`src/rtl/shifter_arbiter.sv`:
```
// rtl/shifter_arbiter.sv - round-robin arbiter sharing one barrel shifter between execute and memory stages
// Optional build macro: SHIFT_ARB_STATS_EN adds the saturating conflict counter.

// Combinational barrel shifter: SLL, SRL, SRA and pass-through.
module shifter_arbiter_barrel #(
  parameter int WIDTH = 32,
  parameter int AMT_W = 5
) (
  input  logic [1:0]       op,
  input  logic [AMT_W-1:0] amount,
  input  logic [WIDTH-1:0] data,
  output logic [WIDTH-1:0] result
);

  localparam logic [1:0] OP_SLL  = 2'b00;
  localparam logic [1:0] OP_PASS = 2'b01;
  localparam logic [1:0] OP_SRA  = 2'b11;

  logic                        is_left;
  logic                        fill_bit;
  logic [WIDTH-1:0]            data_rev;
  logic [WIDTH-1:0]            right_out;
  logic [WIDTH-1:0]            right_rev;
  logic [AMT_W:0][WIDTH-1:0]   stage;

  // Left shifts reuse the right-shift network: reverse the operand going in and the result coming out.
  always_comb begin
    is_left  = (op == OP_SLL);
    fill_bit = (op == OP_SRA) ? data[WIDTH-1] : 1'b0;
  end

  for (genvar g = 0; g < WIDTH; g++) begin : g_rev
    assign data_rev[g]  = data[WIDTH-1-g];
    assign right_rev[g] = right_out[WIDTH-1-g];
  end

  assign stage[0] = is_left ? data_rev : data;

  // One log stage per amount bit; each stage shifts right by 2^s and fills from the top.
  for (genvar s = 0; s < AMT_W; s++) begin : g_stage
    localparam int SH = 1 << s;
    assign stage[s+1] = amount[s] ? {{SH{fill_bit}}, stage[s][WIDTH-1:SH]} : stage[s];
  end

  assign right_out = stage[AMT_W];

  // Final select: pass-through bypasses the network, SLL undoes the reversal.
  always_comb begin
    case (op)
      OP_PASS: result = data;
      OP_SLL:  result = right_rev;
      default: result = right_out;
    endcase
  end

endmodule

// Two-port arbiter in front of the shared shifter with a one-entry result register.
module shifter_arbiter #(
  parameter int WIDTH = 32,
  parameter int AMT_W = 5,
  parameter int CNT_W = 16
) (
  input  logic             clk,
  input  logic             rst,
  input  logic             req0_valid,
  input  logic [1:0]       req0_op,
  input  logic [AMT_W-1:0] req0_amount,
  input  logic [WIDTH-1:0] req0_data,
  output logic             req0_ack,
  input  logic             req1_valid,
  input  logic [1:0]       req1_op,
  input  logic [AMT_W-1:0] req1_amount,
  input  logic [WIDTH-1:0] req1_data,
  output logic             req1_ack,
  output logic             out_valid,
  input  logic             out_ready,
  output logic             out_id,
  output logic [WIDTH-1:0] out_result,
  output logic [CNT_W-1:0] conflict_count
);

  localparam logic ID_REQ0 = 1'b0;
  localparam logic ID_REQ1 = 1'b1;

  logic             can_accept;
  logic             both_valid;
  logic             grant_any;
  logic             grant_id;

  logic [1:0]       mux_op;
  logic [AMT_W-1:0] mux_amount;
  logic [WIDTH-1:0] mux_data;
  logic [WIDTH-1:0] shift_result;

  logic             out_valid_q, out_valid_d;
  logic             out_id_q, out_id_d;
  logic [WIDTH-1:0] out_result_q, out_result_d;
  logic             last_grant_q, last_grant_d;

  // Round-robin grant: a lone request wins, a tie goes to the requester opposite the last winner.
  always_comb begin
    can_accept = !out_valid_q || out_ready;
    both_valid = req0_valid && req1_valid;
    grant_any  = 1'b0;
    grant_id   = ID_REQ0;
    if (can_accept && !rst) begin
      if (both_valid) begin
        grant_any = 1'b1;
        grant_id  = ~last_grant_q;
      end else if (req0_valid) begin
        grant_any = 1'b1;
        grant_id  = ID_REQ0;
      end else if (req1_valid) begin
        grant_any = 1'b1;
        grant_id  = ID_REQ1;
      end
    end
  end

  assign req0_ack = grant_any && (grant_id == ID_REQ0);
  assign req1_ack = grant_any && (grant_id == ID_REQ1);

  // Operand mux; with no grant it parks on requester 0 and the result is simply not captured.
  always_comb begin
    if (grant_any && (grant_id == ID_REQ1)) begin
      mux_op     = req1_op;
      mux_amount = req1_amount;
      mux_data   = req1_data;
    end else begin
      mux_op     = req0_op;
      mux_amount = req0_amount;
      mux_data   = req0_data;
    end
  end

  shifter_arbiter_barrel #(
    .WIDTH (WIDTH),
    .AMT_W (AMT_W)
  ) u_shifter (
    .op     (mux_op),
    .amount (mux_amount),
    .data   (mux_data),
    .result (shift_result)
  );

  // Output register and arbitration history: capture on grant, drain on a handshake with no new grant.
  always_comb begin
    out_valid_d  = out_valid_q;
    out_id_d     = out_id_q;
    out_result_d = out_result_q;
    last_grant_d = last_grant_q;
    if (grant_any) begin
      out_valid_d  = 1'b1;
      out_id_d     = grant_id;
      out_result_d = shift_result;
      last_grant_d = grant_id;
    end else if (out_ready) begin
      out_valid_d  = 1'b0;
    end
  end

  // State flops; last_grant resets to 1 so requester 0 wins the first tie.
  always_ff @(posedge clk or posedge rst) begin
    if (rst) begin
      out_valid_q  <= 1'b0;
      out_id_q     <= 1'b0;
      out_result_q <= '0;
      last_grant_q <= 1'b1;
    end else begin
      out_valid_q  <= out_valid_d;
      out_id_q     <= out_id_d;
      out_result_q <= out_result_d;
      last_grant_q <= last_grant_d;
    end
  end

  assign out_valid  = out_valid_q;
  assign out_id     = out_id_q;
  assign out_result = out_result_q;

`ifdef SHIFT_ARB_STATS_EN
  localparam logic [CNT_W-1:0] CNT_ONE = CNT_W'(1);
  localparam logic [CNT_W-1:0] CNT_MAX = '1;

  logic [CNT_W-1:0] conflict_count_q, conflict_count_d;

  // With both valid at most one is acked, so every such cycle leaves one waiting; hold at all-ones.
  always_comb begin
    conflict_count_d = conflict_count_q;
    if (both_valid && (conflict_count_q != CNT_MAX)) begin
      conflict_count_d = conflict_count_q + CNT_ONE;
    end
  end

  // Counter flop, cleared with the rest of the block.
  always_ff @(posedge clk or posedge rst) begin
    if (rst) begin
      conflict_count_q <= '0;
    end else begin
      conflict_count_q <= conflict_count_d;
    end
  end

  assign conflict_count = conflict_count_q;
`else
  assign conflict_count = '0;
`endif

endmodule

```
`config.mk`:
```
export PLATFORM = sky130hd
export DESIGN_NAME = shifter_arbiter
export DESIGN_NICKNAME = d
export VERILOG_FILES = /design/src/rtl/shifter_arbiter.sv
export SDC_FILE = /design/constraint.sdc
export NUM_CORES = 1
export LEC_CHECK = 0
export ABC_CLOCK_PERIOD_IN_PS = 4500
export CAP_MARGIN = 30
export CORE_UTILIZATION = 55
export DETAILED_ROUTE_END_ITERATION = 8
export HOLD_SLACK_MARGIN = 0.06
export PLACE_DENSITY = 0.83
export SLEW_MARGIN = 20
export SYNTH_ARGS = -nofsm -noshare
export SYNTH_HDL_FRONTEND = slang
export SYNTH_SLANG_ARGS = --single-unit
```
`constraint.sdc`:
```
create_clock -name clk -period 4.5 [get_ports clk]
set_input_delay 0.45 -clock clk [delete_from_list [all_inputs] [get_ports clk]]
set_output_delay 0.45 -clock clk [all_outputs]
set_load 0.02 [all_outputs]
```
==> summary.txt <==
Worst setup path
  • CP arrival: 3900 ps
  • Req. time, crit path: 4690 ps
  • Launching element of the worst setup path: req1_valid
  • Element type at the critical path end: register
  • Category of the worst setup path launch point: primary input
  • Worst flop-to-flop path startpoint: out_valid$_DFFE_PP0P_
  • Highest net fanout along the worst path: 11
  • Path type of the worst setup path: in2reg

Logic synthesis
  • Top cell type's share of synthesized area: 16.4%
  • Most instantiated cells after synthesis: sky130_fd_sc_hd__nand2_1, sky130_fd_sc_hd__mux2i_1, sky130_fd_sc_hd__nor2_1, sky130_fd_sc_hd__mux4_2, sky130_fd_sc_hd__a21oi_1
  • Commonest register cell after synthesis: sky130_fd_sc_hd__dfrtp_1
  • Number of synthesized flops with an enable pin: 0
  • Cell area after technology mapping: 0.00767 sq mm
  • Synthesized netlist cell count: 938
  • Number of warning messages in the yosys log: 0
  • Cells taking the most area after synthesis: sky130_fd_sc_hd__mux4_2, sky130_fd_sc_hd__mux2i_1, sky130_fd_sc_hd__dfrtp_1
  • Number of distinct standard cells referenced by the synthesized netlist: 85
  • Sequential area share after synthesis: 11.4%
  • Area leader, netlist: sky130_fd_sc_hd__mux4_2
  • Flops & latches, synth: 35
  • Most used standard cell by instance count after synthesis: sky130_fd_sc_hd__nand2_1
  • Mean area per synthesized cell: 8.18 sq um
  • Async SR Flop Fraction: 100%

Placement
  • Number of I/O port buffers: 118
  • DP HPWL: 27,400 um
  • Placed instance count: 1,181
  • Final weighted congestion in routability-driven placement: 1.14

STA
  • Fmax achieved: 0.270 GHz
  • Fin Clk Skew: 6.58 ps
  • Total negative slack: 0 ps
  • Least-Margin Pin Slew: 1010 ps
  • Final-report hold violation count: 0
  • Time the worst path needs with I/O delays and setup: 3710 ps
  • Final count of negative-setup-slack endpoints: 0
  • RSZ-0062 raised after global routing: no
  • Remaining max-slew budget at the tightest pin: 32.4%
  • Final max-slew violation count: 0
  • Fraction of the cycle the final worst path needs: 82.4%

Clock network
  • Setup Buffers After CTS: 0
  • Number of hold buffers added after CTS: 0
  • Latest clock arrival within the worst-skew pair: 290 ps
  • CTS Root Cell: sky130_fd_sc_hd__clkbuf_16
  • Sink count of the clock tree: 35
  • Total number of H-tree levels: 2
  • Post-cts repair resize count: 0
  • CTS tree: yes
  • Longest Clk Path Bufs: 2
  • Clock-pin slew on the worst setup and hold paths: 60 ps
  • TritonCTS Buffers: 5

GRT
  • Initial antenna violation count: 2
  • Global-route wire length before repair: 54,000 um
  • Largest net degree at the start of global routing: 78
  • Number of global-route vias before repair: 8,621
  • Total global routing overflow: 0
  • Total global routing track utilization: 50.3%

Outcome
  • Violated checks: DRC
  • Outcome: finished, violations left

Die
  • Boundary Pins: 135
  • Site Rows: 42
  • Full die area: 0.0144 sq mm
  • Chip Width: 120 um
  • Y dimension of the die: 120 um
  • Core box area: 0.0134 sq mm
  • Initial cell density of the core: 57.3%

Detailed routing
  • Total routed wirelength: 36,000 um
  • Number of nets still failing antenna checks after routing: 0
  • Per-cell routed wire length: 30.2 um
  • Via-per-instance ratio: 7.94
  • First DRT Iteration DRCs: 1,757
  • Total vias in the final route: 9,465
  • First-pass detailed-route iteration total: 9
  • Remaining DRCs: 9

Pwr
  • Final Power: 2.34 mW
  • Power density normalized to cell area: 262 mW/mm^2
  • Max IR drop VDD: 190 uV
  • Cell leakage power: 3.39 nW

Finish
  • Post-route non-filler standard cell count: 1,192
  • Share of cells above drive strength 1: 17.2%
  • Nets: 1,096
  • Area added between synthesis and finish: 16.3%
  • Number of inserted filler cells in the final layout: 1,155

Min path
  • Worst min-delay path category: reg2reg
  • Startpoint of the lowest-slack hold path: out_result[19]$_DFFE_PP0P_

Flow run
  • Max-capacitance violation count: 0
[worst max-delay path: stages]
cell,delay (ps)
sky130_fd_sc_hd__clkdlybuf4s50_1,550
sky130_fd_sc_hd__a21bo_4,310
sky130_fd_sc_hd__o31ai_2,690
sky130_fd_sc_hd__nand2_1,460
sky130_fd_sc_hd__a31oi_1,400
sky130_fd_sc_hd__nand2_1,220
sky130_fd_sc_hd__a21oi_1,370
sky130_fd_sc_hd__a221oi_1,210
sky130_fd_sc_hd__o2bb2ai_1,230
[layout make-up]
cell class              instances  area [sq um]  share of cell area [%]
well taps                     176           220                    2.47
multi-input cells             803          6170                    69.2
clock inverters                 1          5.00                  0.0561
clock buffers                   7           133                    1.49
repair buffers                158          1470                    16.5
flip-flops and latches         35           877                    9.83
diodes                          2          5.00                  0.0561
inverters                      10          37.5                   0.421
[sequential cells by signal (all words and copies together) (netlist names)]
signal	cells
out_id	1
out_result	32
last_grant_q	1
out_valid	1
[routing by layer]
layer / share of wire (%) / GRT usage [%] / vias to the layer above / wire length [um]
met4: 8.7 / 30.7 / 2 / 3140
met2: 41 / 71.7 / 1040 / 14700
li1: - / - / 3807 / -
met3: 15 / 15.6 / 254 / 5530
met1: 35 / 66.1 / 4362 / 12700
met5: 0.10 / 0 / - / 36
[path summary, 6_finish.rpt]
check                      slack, ps                         end  cells after the start
setup / recovery                 790   out_result[6]$_DFFE_PP0P_                      9
hold / removal                   470  out_result[19]$_DFFE_PP0P_                      2
setup reg to reg                1000   out_result[6]$_DFFE_PP0P_                      9
hold reg to reg                  470  out_result[19]$_DFFE_PP0P_                      2
max in group asynchronous       3070    last_grant_q$_DFFE_PP1P_                      4
min in group asynchronous        640  out_result[27]$_DFFE_PP0P_                      3
[report_power, final]
group          internal, mW  leakage (nW)  switching [mW]
clock network         0.205        0.0679           0.140
logic                 0.593          2.90           0.945
registers             0.395         0.424          0.0570
total                  1.19          3.39            1.14
[cell usage in the layout (no fill, tap or decap), drive strengths merged, types with 10 or more instances in the layout]
| master | netlist | routed |
|---|---|---|
| o211ai | 15 | 15 |
| o22ai | 16 | 16 |
| nor2 | 77 | 77 |
| mux4 | 56 | 56 |
| mux2 | 37 | 37 |
| nand2 | 124 | 124 |
| and2 | 11 | 11 |
| a221oi | 10 | 10 |
| a31oi | 38 | 38 |
| dfrtp | 34 | 34 |
| nand3 | 20 | 20 |
| conb | 1 | 16 |
| clkdlybuf4s50 | 0 | 114 |
| buf | 81 | 44 |
| mux2i | 90 | 90 |
| o21ai | 66 | 66 |
| inv | 10 | 10 |
| a21oi | 50 | 50 |
| a211oi | 24 | 24 |
| nor3 | 41 | 41 |
[cell families (layout without fill, tap and decap cells)]
logic type | after synthesis | in the layout | synth area share [%]
fa+ha+maj | 2 | 2 | 0.261
flops | 35 | 35 | 11.4
buf+inv | 115 | 176 | 8.97
mux | 183 | 183 | 34.2
other cells | 1 | 18 | 0.0489
simple gates | 310 | 310 | 18.5
compound gates | 292 | 292 | 26.7
[per-stage QoR]
| stage | area, sq um | worst slack, ps | util [%] | hold slack [ps] |
|---|---|---|---|---|
| after global routing | 8920 | 675 | 66.6 | 509 |
| after detailed placement | 8770 | 690 | 65.5 | 459 |
| after global placement | 8770 | 734 | 65.5 | 454 |
| after floorplan | 7730 | 1640 | - | 510 |
| after CTS | 8910 | 963 | 66.5 | 472 |
| final | 8920 | 793 | 66.6 | 470 |
Note: power is estimated with default switching activity, not from simulation.
==> RTL edit, RTL diff (config.mk and constraints unchanged) <==
`WIDTH` is set to 32 in 2 places; all go to 40.
--- a/src/rtl/shifter_arbiter.sv
+++ b/src/rtl/shifter_arbiter.sv
@@ -5,3 +5,3 @@
 module shifter_arbiter_barrel #(
-  parameter int WIDTH = 32,
+  parameter int WIDTH = 40,
   parameter int AMT_W = 5
@@ -59,3 +59,3 @@
 module shifter_arbiter #(
-  parameter int WIDTH = 32,
+  parameter int WIDTH = 40,
   parameter int AMT_W = 5,
Interface: changed (resized out_result, req0_data and req1_data); port bits go from 135 to 159. No check against the original RTL was run, so the function may have changed too.
==> RTL edit against the original RTL <==
Synthesized area increased by 2.3%; total power increased by 15%; register-to-register slack got worse by 0.06 ns; routed wire length increased by 5.0%; design area increased by 7.4%; sequential cell count increased by 8; sequential share of layout area increased by 1.4 points; setup slack got worse by 0.11 ns; critical path depth unchanged; combinational power increased by 16%; critical path type unchanged.
==> RTL edit: results (changes against the original RTL) <==
[detailed_routing]
wl_met1_microns=13270  ; was 12,660 microns
drt_iter0_drc=1988  ; was 1,757
routed-wl-met3_microns=5754  ; was 5525 microns
wl_per_cell_microns=30.69  ; was 30.22 microns
viasPerCell=7.813  ; was 7.940
highest_layer=met5  ; unchanged
firstDrtPassIters=6  ; was 9

[global_route]
first_global_vias=8819  ; was 8,621
grt.total_usage_pct=52.14  ; was 50.29%
grt_max_degree=52  ; was 78
antenna_found_initial=1  ; was 2

[finish]
drive_gt1_share_pct=17.28  ; was 17.16%
final_util_pct=69.06  ; was 66.60%
largest_reg_flops=40  ; was 32
fillers=1168  ; was 1,155
antenna_cells=0  ; was 2
fin_nets=1151  ; was 1,096

[placement]
placed_cell_area_sq_um=9425  ; was 8775 sq um
io_buffers=142  ; was 118
gp_congestion=1.127  ; was 1.139

[critical_path]
crit_fanout=21  ; was 11
crit_arrival_ns=3.99  ; was 3.90 ns
cpPeakStageDelay_ns=0.81  ; was 0.69 ns
critical_path.top_delay_family=multiplexers  ; was compound AO/OA/AOI/OAI gates
crit_slowest_cell=clkdlybuf4s50_1  ; was o31ai_2

[logic_synthesis]
synthMuxAreaShare_pct=32.73  ; was 34.19%
synth_compound_area_share_pct=27.72  ; was 26.65%
yosysSeqAreaShare_pct=13.71  ; was 11.43%
synth_xor_xnor_area_share_pct=0.1115  ; was 0%
synth-adder-area-share_pct=0.1274  ; was 0.2608%
ys_top_cells_by_count=140 x nand2_1, 90 x mux2i_1, 67 x mux4_2  ; was 123 x nand2_1, 87 x mux2i_1, 73 x nor2_1

[min_path]
min-delay-start=out_result[11]  ; was out_result[19]
min_to=out_result[11]  ; was out_result[19]

[timing]
worstMarginPinSlew_ns=1.038  ; was 1.014 ns
hold_slack_ns=0.4723  ; was 0.4699 ns

[pwr]
ir_worst_vdd_mv=0.2402  ; was 0.1896 mV

[run_status]
status=finished, final reports clean  ; was finished, violations left

[RTL edit: cell type report]
class                           count  share of cell area, %
Multi-Input combinational cell    795                  65.14
Timing Repair Buffer              196                  19.37
Sequential cell                    43                  11.24
Tap cell                          180                  2.349
Clock buffer                        6                  1.344
Inverter                           11                 0.4307
Clock inverter                      2                 0.1305
[RTL edit: cells by family (layout without fill, tap and decap cells)]
logic type	count (synthesis)	after routing
xor gates and xnor gates	1	1
muxes	170	170
DFF	43	43
AOI/OAI and AO/OA	302	302
and+or+nand+nor	305	305
other	1	16
adders and majority gates	1	1
buffers and inverters	114	215
[RTL edit: report_power, final]
part | internal (uW) | switching, uW | leakage (uW)
Clock | 205 | 164 | 0.0000669
Combinational | 695 | 1090 | 0.00309
Sequential | 485 | 60.1 | 0.000517
Total | 1380 | 1310 | 0.00367
[RTL edit: worst register-to-register path: stages (launching register included)]
cell,delay [ns]
dfrtp_1,0.37
nor2b_1,0.71
nor4_2,0.10
buf_4,0.21
nor4_2,0.55
buf_4,0.25
a21oi_1,0.12
a21oi_1,0.46
and2_1,0.24
a211oi_1,0.06
o41ai_1,0.38
[RTL edit: metal layers]
layer / vias to the layer above / GRT usage (%)
met5: - / 0
met2: 987 / 73.90
li1: 3896 / -
met1: 4491 / 67.10
met4: 2 / 35.42
met3: 258 / 17.25
[RTL edit: worst max-delay path by stage]
stage,start,slack (ns),depth (start not counted),end
6_report,req0_op[0],0.68,9,out_result[4]
5_1_grt,req0_op[0],0.60,10,out_result[35]
4_1_cts,req0_op[0],0.78,9,out_result[4]
3_5_place_dp,req0_op[0],0.50,10,out_result[35]
3_3_place_gp,req0_op[0],0.58,10,out_result[15]
2_1_floorplan,rst,1.34,10,out_result[28]
[RTL edit: per-stage QoR]
stage               setup slack (ns)  cells  power (uW)
finish                        0.6782   1233        2695
global route                  0.5998   1233        2764
CTS                           0.7810   1231        2594
detailed placement            0.5037   1223        2226
global placement              0.5772   1223        2220
floorplan                      1.343    952        1542
